## config.mk

```make
export PLATFORM = sky130hd
export DESIGN_NAME = antirebote_multicanal
export DESIGN_NICKNAME = d
export VERILOG_FILES = /design/src/rtl/antirebote_multicanal_pkg.sv /design/src/rtl/antirebote_multicanal_canal.sv /design/src/rtl/antirebote_multicanal.sv
export SDC_FILE = /design/constraint.sdc
export NUM_CORES = 1
export LEC_CHECK = 0
export BUFFER_PORTS_ARGS = -buffer_cell sky130_fd_sc_hd__buf_4
export CAP_MARGIN = 20
export CORE_ASPECT_RATIO = 0.9
export CORE_MARGIN = 2
export CORE_UTILIZATION = 30
export CTS_CLUSTER_SIZE = 20
export DETAILED_ROUTE_END_ITERATION = 10
export GPL_TIMING_DRIVEN = 0
export HOLD_SLACK_MARGIN = 0.15
export SLEW_MARGIN = 0
export SYNTH_ARGS = -nofsm -noshare
export SYNTH_HDL_FRONTEND = slang
export SYNTH_SLANG_ARGS = --single-unit
export TNS_END_PERCENT = 20
```

## constraint.sdc

```tcl
create_clock -name clk -period 3.3 [get_ports clk]
set_input_delay 0.165 -clock clk [delete_from_list [all_inputs] [get_ports clk]]
set_output_delay 0.165 -clock clk [all_outputs]
set_load 0.02 [all_outputs]
```

## src/rtl/antirebote_multicanal_pkg.sv

```systemverilog
// Shared constants and width helpers for the multichannel button debouncer.
package antirebote_multicanal_pkg;

  localparam int DEF_N_CH          = 4;
  localparam int DEF_COUNT_PRESS   = 50000;
  localparam int DEF_COUNT_RELEASE = 501;
  localparam int DEF_SYNC_STAGES   = 2;
  localparam int DEF_TICK_DIV      = 50000;
  localparam int DEF_LONG_TICKS    = 1000;

  // Bits needed to hold values 0..n-1, never less than one bit.
  function automatic int bits_for(input int n);
    return (n < 2) ? 1 : $clog2(n);
  endfunction

  function automatic int cnt_width(input int a, input int b);
    return bits_for((a > b) ? a : b);
  endfunction

endpackage

```

## src/rtl/antirebote_multicanal_canal.sv

```systemverilog
// One button channel: synchroniser, asymmetric debounce counter, edge pulses
// and a tick-based long-press detector.
module antirebote_multicanal_canal
  import antirebote_multicanal_pkg::*;
#(
  parameter int COUNT_PRESS   = DEF_COUNT_PRESS,
  parameter int COUNT_RELEASE = DEF_COUNT_RELEASE,
  parameter int SYNC_STAGES   = DEF_SYNC_STAGES,
  parameter int LONG_TICKS    = DEF_LONG_TICKS
) (
  input  logic clk,
  input  logic rst_n,
  input  logic tick,
  input  logic boton,
  output logic nivel,
  output logic pulso_sube,
  output logic pulso_baja,
  output logic pulso_largo
);

  localparam int CW = cnt_width(COUNT_PRESS, COUNT_RELEASE);
  localparam int HW = bits_for(LONG_TICKS + 1);
  localparam logic [CW-1:0] PRESS_LAST   = CW'(COUNT_PRESS - 1);
  localparam logic [CW-1:0] RELEASE_LAST = CW'(COUNT_RELEASE - 1);
  localparam logic [HW-1:0] HOLD_MAX     = HW'(LONG_TICKS);
  localparam logic [HW-1:0] HOLD_LAST    = HW'(LONG_TICKS - 1);

  logic [SYNC_STAGES-1:0] sync_q;
  logic                   s;
  logic [CW-1:0]          cnt;
  logic [CW-1:0]          th_last;
  logic                   accept;
  logic [HW-1:0]          hc;

  assign s       = sync_q[SYNC_STAGES-1];
  assign th_last = s ? PRESS_LAST : RELEASE_LAST;
  assign accept  = (s != nivel) && (cnt == th_last);

  always_ff @(posedge clk or negedge rst_n) begin
    if (!rst_n) begin
      sync_q <= '0;
    end else begin
      sync_q <= {sync_q[SYNC_STAGES-2:0], boton};
    end
  end

  // Any sample that agrees with the current level restarts the count.
  always_ff @(posedge clk or negedge rst_n) begin
    if (!rst_n) begin
      cnt        <= '0;
      nivel      <= 1'b0;
      pulso_sube <= 1'b0;
      pulso_baja <= 1'b0;
    end else begin
      pulso_sube <= accept && s;
      pulso_baja <= accept && !s;
      if (s == nivel) begin
        cnt <= '0;
      end else if (accept) begin
        nivel <= s;
        cnt   <= '0;
      end else begin
        cnt <= cnt + CW'(1);
      end
    end
  end

  // Hold counter saturates at LONG_TICKS so the long pulse fires once per press.
  always_ff @(posedge clk or negedge rst_n) begin
    if (!rst_n) begin
      hc          <= '0;
      pulso_largo <= 1'b0;
    end else begin
      pulso_largo <= nivel && tick && (hc == HOLD_LAST);
      if (!nivel) begin
        hc <= '0;
      end else if (tick && (hc < HOLD_MAX)) begin
        hc <= hc + HW'(1);
      end
    end
  end

endmodule

```

## src/rtl/antirebote_multicanal.sv

```systemverilog
// Multichannel debouncer top: shared long-press tick divider plus one
// independent channel instance per button.
module antirebote_multicanal
  import antirebote_multicanal_pkg::*;
#(
  parameter int N_CH          = DEF_N_CH,
  parameter int COUNT_PRESS   = DEF_COUNT_PRESS,
  parameter int COUNT_RELEASE = DEF_COUNT_RELEASE,
  parameter int SYNC_STAGES   = DEF_SYNC_STAGES,
  parameter int TICK_DIV      = DEF_TICK_DIV,
  parameter int LONG_TICKS    = DEF_LONG_TICKS
) (
  input  logic            clk,
  input  logic            rst_n,
  input  logic [N_CH-1:0] boton_in,
  output logic [N_CH-1:0] boton_out,
  output logic [N_CH-1:0] pulso_press,
  output logic [N_CH-1:0] pulso_release,
  output logic [N_CH-1:0] pulso_largo
);

  localparam int TW = bits_for(TICK_DIV);
  localparam logic [TW-1:0] TICK_LAST = TW'(TICK_DIV - 1);

  logic [TW-1:0] div;
  logic          tick;

  assign tick = (div == TICK_LAST);

  always_ff @(posedge clk or negedge rst_n) begin
    if (!rst_n) begin
      div <= '0;
    end else begin
      div <= tick ? '0 : div + TW'(1);
    end
  end

  for (genvar i = 0; i < N_CH; i++) begin : g_canal
    antirebote_multicanal_canal #(
      .COUNT_PRESS  (COUNT_PRESS),
      .COUNT_RELEASE(COUNT_RELEASE),
      .SYNC_STAGES  (SYNC_STAGES),
      .LONG_TICKS   (LONG_TICKS)
    ) u_canal (
      .clk        (clk),
      .rst_n      (rst_n),
      .tick       (tick),
      .boton      (boton_in[i]),
      .nivel      (boton_out[i]),
      .pulso_sube (pulso_press[i]),
      .pulso_baja (pulso_release[i]),
      .pulso_largo(pulso_largo[i])
    );
  end

endmodule

```

==> results of run 1 <==
-- Yosys cell counts, types with 9 or more instances --
| cell | instances |
|---|---|
| nand3_1 | 47 |
| dfrtp_1 | 144 |
| nand2b_1 | 10 |
| xnor2_1 | 35 |
| and4_1 | 15 |
| nand2_1 | 45 |
| mux2i_1 | 11 |
| nor3_1 | 20 |
| ha_1 | 9 |
| a21oi_1 | 37 |
| or4_1 | 24 |
| clkbuf_1 | 17 |
| xor2_1 | 28 |
| nand4_1 | 37 |
| o21ai_0 | 18 |
| buf_4 | 16 |
| inv_1 | 28 |
| nor2_1 | 80 |
| and3_1 | 9 |
| nor4_1 | 19 |
| o31ai_1 | 20 |
-- logic make-up (layout without fill, tap and decap cells) --
kind of cell	count (synthesis)	after routing	share of synthesized area
AO/OA/AOI/OAI	101	101	0.0886
multiplexers	14	14	0.0197
buffers and inverters	69	130	0.0489
adder cells (fa/ha/maj)	9	9	0.0155
XOR/XNOR	63	63	0.0757
flip-flops	144	144	0.494
AND/OR/NAND/NOR	342	342	0.257
-- how the worst max path moves through the flow --
stage,from,end,slack (ns),depth (start not counted)
after CTS,div[10],g_canal[1].u_canal.hc[2],0.59,4
after global routing,g_canal[0].u_canal.sync_q[1],g_canal[0].u_canal.cnt[8],0.46,6
after global placement,div[10],g_canal[0].u_canal.hc[9],0.51,4
after floorplan,div[10],g_canal[2].u_canal.hc[4],0.95,5
final,g_canal[0].u_canal.sync_q[1],g_canal[0].u_canal.cnt[7],0.70,6
after detailed placement,div[10],g_canal[1].u_canal.hc[2],0.61,4
-- routing by layer --
metal | routed length (um) | global-route usage | part of all wire
met4 | 138 | 0.0382 | 0.0093
met2 | 6620 | 0.184 | 0.45
met3 | 407 | 0.0292 | 0.028
met1 | 7630 | 0.176 | 0.52
met5 | 0 | 0 | 0
-- through the flow --
stage	util	setup WS [ns]
floorplan	-	0.954
global route	0.356	0.462
global placement	0.326	0.507
finish	0.356	0.700
CTS	0.356	0.587
detailed placement	0.327	0.612
-- sequential cells by signal (all words and copies together), names as in the netlist --
name / count
g_canal.u_canal.sync_q: 8
g_canal.u_canal.cnt: 64
g_canal.u_canal.nivel: 4
g_canal.u_canal.pulso_largo: 4
g_canal.u_canal.pulso_sube: 4
div: 16
g_canal.u_canal.pulso_baja: 4
g_canal.u_canal.hc: 40
-- power by group --
part           switching (uW)  internal [uW]  total, uW
Combinational            75.5           37.6        113
Clock                     799           1280       2080
Sequential               18.5           1780       1800
-- worst max-delay path, cell delays in order (launching register included) --
cell and delay (ns):
dfrtp_1 0.35, clkbuf_1 0.21, or4_1 0.57, a2111oi_0 0.65
a31o_2 0.35, buf_2 0.26, nor2_1 0.08
-- final cells by class --
cell class | count | area, um^2 | area share
clock buffers | 17 | 425 | 0.0497
flip-flops and latches | 144 | 3600 | 0.421
repair buffers | 29 | 249 | 0.0291
plain buffers | 40 | 248 | 0.0290
well taps | 308 | 385 | 0.0450
multi-input cells | 529 | 3330 | 0.389
inverters | 29 | 109 | 0.0127
clock inverters | 15 | 209 | 0.0244
==> results.py, run 1 <==
metrics = {
    "outcome": {
        "status": "finished, final reports clean",
    },
    "yosys": {
        "ys_seq_elements": 144,
        "yosysUniqueCellTypes": 58,
        "seq_area_frac_synth": 0.494,
        "async_flop_share": 1.00,
        "synth_top_cell_by_area": "dfrtp_1",
        "ys_top_cells_by_area": "dfrtp_1 (49%), xnor2_1 (4.2%), nor2_1 (4.1%)",
        "yosys_warnings": 0,
        "synth_edf_count": 0,
        "syn-instance-count": 742,
        "netlist_area_um2": 7290,
        "synth_fp_nets": 757,
        "synth_area_per_cell_um2": 9.82,
        "yosys_most_used_dff": "dfrtp_1",
        "yosysTopAreaCellShare": 0.494,
    },
    "power": {
        "vdd_drop_max_mv": 0.266,
        "p_total_uw": 3990,
        "p_leak_uw": 0.00344,
        "power_density_nw_per_um2": 466,
    },
    "sta": {
        "holdWs_ns": 0.315,
        "setup_violations": 0,
        "timing.fmax_ghz": 0.385,
        "finalCritPeriodShare": 0.788,
        "rsz0062_at_grt": "no",
        "tightestPinTransition_ns": 0.701,
        "slew_violations": 0,
        "maxSlewHeadroom": 0.533,
        "skew_ns": 0.0116,
        "hold_viol": 0,
        "period_needed_ns": 2.60,
        "setup_tns_ns": 0,
    },
    "cts": {
        "numCtsBuffers": 17,
        "cts_hold_buf": 5,
        "clockRootBuffer": "clkbuf_16",
        "htree_levels": 4,
        "cts_tree": "built",
        "ctsLongestPathBuffers": 2,
        "clock-sinks": 144,
        "insertion_delay_ns": 0.42,
        "cts_resized": 0,
        "cts_setup_buffers": 0,
        "clk_pin_slew_ns": 0.06,
    },
    "floorplanning": {
        "core_um2": 24100,
        "die_w_um": 168,
        "dieArea_um2": 25600,
        "ioPinCount": 22,
        "std_cell_rows": 54,
        "die_y_um": 152,
        "start_util": 0.303,
    },
    "global_route": {
        "grt_usage": 0.123,
        "grt_pass1_vias": 5281,
        "grt_max_degree": 74,
        "antenna_found_initial": 0,
        "grt_pass1_wl_um": 26100,
        "grt-ovfl-total": 0,
    },
    "run": {
        "maxCapViolations": 0,
    },
    "setup_path": {
        "required_ns": 3.60,
        "path_class": "flip-flop to flip-flop",
        "cp_max_fo": 10,
        "worst_r2r_endpoint": "g_canal[0].u_canal.cnt[7]",
        "critPathLaunchType": "flip-flop",
        "arrival_ns": 2.90,
        "reg2reg_depth": 6,
        "reg2reg_from": "g_canal[0].u_canal.sync_q[1]",
        "cp-end-kind": "flip-flop",
        "r2r_slack_ns": 0.70,
    },
    "cells_and_area": {
        "final_nets": 805,
        "drive_above_1_share": 0.127,
        "final.fill_count": 2399,
        "fin_cells": 1111,
        "most-common-layout-cells": "dfrtp_1 (144), nor2_1 (80), nand3_1 (47), nand2_1 (45)",
        "antenna_cells": 0,
        "syn_to_final_growth_pct": 17.4,
        "final_common_cell": "dfrtp_1",
        "design_area_um2": 8560,
    },
    "place": {
        "gp_congestion": 0.775,
        "dp_cells": 1073,
        "postPlaceCellArea_um2": 7870,
        "dp_hpwl_um": 9900,
        "port_buffers": 21,
    },
    "hold_path": {
        "hold_class": "primary input to asynchronous set/reset pin",
    },
    "routing": {
        "dr.pass1.iters": 5,
        "wl_per_cell_um": 13.3,
        "vias": 5561,
        "post_drt_via_cell_ratio": 5.01,
        "ant_nets": 0,
        "drc": 0,
        "first_iter_violations": 390,
        "drt-total-wl_um": 14800,
    },
}
No activity file was read; power rests on OpenSTA's default activity.
==> run 2: changes to the inputs <==
Clock period 3.3 ns to 2.6 ns, I/O delays scaled along.
==> results.py, run 2 (same netlist as run 1, synthesis figures left out) <==
metrics = {
    "floorplanning": {
        "start_util": 0.303,
        "std_cell_rows": 54,
        "dieArea_um2": 25600,
        "ioPinCount": 22,
        "die_w_um": 168,
        "core_um2": 24100,
        "die_y_um": 152,
    },
    "cts": {
        "numCtsBuffers": 17,
        "clk_pin_slew_ns": 0.06,
        "cts_setup_buffers": 0,
        "ctsLongestPathBuffers": 2,
        "cts_tree": "built",
        "clockRootBuffer": "clkbuf_16",
        "insertion_delay_ns": 0.42,
        "clock-sinks": 144,
        "htree_levels": 4,
    },
    "sta": {
        "timing.fmax_ghz": 0.394,
        "slew_violations": 0,
        "hold_viol": 0,
        "skew_ns": 0.0115,
        "setup_violations": 0,
        "holdWs_ns": 0.282,
        "finalCritPeriodShare": 0.977,
        "maxSlewHeadroom": 0.535,
        "period_needed_ns": 2.54,
        "tightestPinTransition_ns": 0.698,
    },
    "run": {
        "maxCapViolations": 0,
    },
    "global_route": {
        "antenna_found_initial": 0,
        "grt_max_degree": 74,
        "grt_usage": 0.123,
        "grt_pass1_vias": 5282,
        "grt-ovfl-total": 0,
        "grt_pass1_wl_um": 26100,
    },
    "routing": {
        "ant_nets": 0,
        "vias": 5559,
        "post_drt_via_cell_ratio": 5.01,
        "drt-total-wl_um": 14800,
        "dr.pass1.iters": 5,
        "wl_per_cell_um": 13.3,
        "drc": 0,
        "first_iter_violations": 370,
    },
    "cells_and_area": {
        "fin_cells": 1110,
        "final_nets": 804,
        "registers.top_by_ff_count": "g_canal.u_canal.cnt",
        "drive_above_1_share": 0.133,
        "multi_input_area_um2": 3370,
        "final.fill_count": 2394,
        "syn_to_final_growth_pct": 17.9,
        "largest_reg_flops": 64,
        "final_core_util": 0.357,
        "top_regs": "g_canal.u_canal.cnt x64, g_canal.u_canal.hc x40, div x16",
        "regArea_um2": 3600,
        "antenna_cells": 0,
        "most-common-layout-cells": "dfrtp_1 (144), nor2_1 (80), nand3_1 (47), nand2_1 (45)",
        "final_common_cell": "dfrtp_1",
        "design_area_um2": 8590,
    },
    "setup_path": {
        "path_class": "flip-flop to flip-flop",
        "reg2reg_depth": 6,
        "cp-end-kind": "flip-flop",
        "required_ns": 2.89,
        "cp_max_fo": 10,
        "reg2reg_from": "div[10]",
        "arrival_ns": 2.83,
        "crit_start": "div[10]",
        "critPathLaunchType": "flip-flop",
    },
    "place": {
        "dp_cells": 1073,
        "gp_congestion": 0.775,
        "postPlaceCellArea_um2": 7870,
        "port_buffers": 21,
        "dp_hpwl_um": 9900,
    },
    "power": {
        "p_leak_uw": 0.00344,
        "power_density_nw_per_um2": 589,
        "vdd_drop_max_mv": 0.338,
    },
    "hold_path": {
        "hold_class": "primary input to asynchronous set/reset pin",
    },
    "outcome": {
        "status": "finished, final reports clean",
    },
}
[run 2: cell types whose count changed in the layout (fill, tap and decap cells not counted), sizes merged]
cell    delta
clkbuf     -1
[run 2: stage by stage]
step           TNS, ns  total power, uW  setup WS (ns)
6_report             0             5060         0.0589
5_1_grt        -0.0340             5260        -0.0340
4_1_cts              0             5140        0.00848
3_5_place_dp   -0.0884             2470        -0.0884
3_3_place_gp     -1.08             2460         -0.193
2_1_floorplan        0             2390          0.254
[run 2: worst paths after layout]
| check | to | slack [ns] |
|---|---|---|
| max | g_canal[1].u_canal.hc[7] | 0.06 |
| min | g_canal[0].u_canal.cnt[11] | 0.28 |
| max reg2reg | g_canal[1].u_canal.hc[7] | 0.06 |
| min reg2reg | g_canal[3].u_canal.sync_q[1] | 0.35 |
| max in group asynchronous | g_canal[1].u_canal.hc[0] | 1.54 |
| min in group clk | g_canal[3].u_canal.sync_q[1] | 0.35 |
[run 2: per-layer routing]
layer / vias up / share of wire / GRT usage
met5: - / 0 / 0
met4: 0 / 0.0076 / 0.0382
met3: 9 / 0.032 / 0.0292
met2: 65 / 0.45 / 0.184
met1: 2697 / 0.51 / 0.176
li1: 2788 / - / -
[run 2: cell type report]
cell class                      count  area share
Clock inverter                     15      0.0243
Timing Repair Buffer               28      0.0284
Multi-Input combinational cell    529       0.392
Clock buffer                       17      0.0495
Sequential cell                   144       0.419
Buffer                             40      0.0288
Tap cell                          308      0.0449
Inverter                           29      0.0127
[run 2: where the power goes]
group          switching [uW]  internal, uW  leakage [uW]
registers                23.5          2260       0.00197
clock network            1010          1620      0.000306
logic                    96.1          47.7       0.00116
[run 2: what timing repair did]
action | 4_1_cts | 5_1_grt
gates resized for setup | 1 | 6
hold buffers | 5 | 0
hold endpoints to repair | 76 | 0
endpoints found under the setup margin | 1 | 17
[run 2: worst max-delay path, cell delays in order (launching register included)]
cell and delay, ns:
dfrtp_1 0.43, or4b_4 0.60, or4_4 0.56, buf_6 0.16
buf_2 0.20, o41ai_2 0.37, a21oi_1 0.10
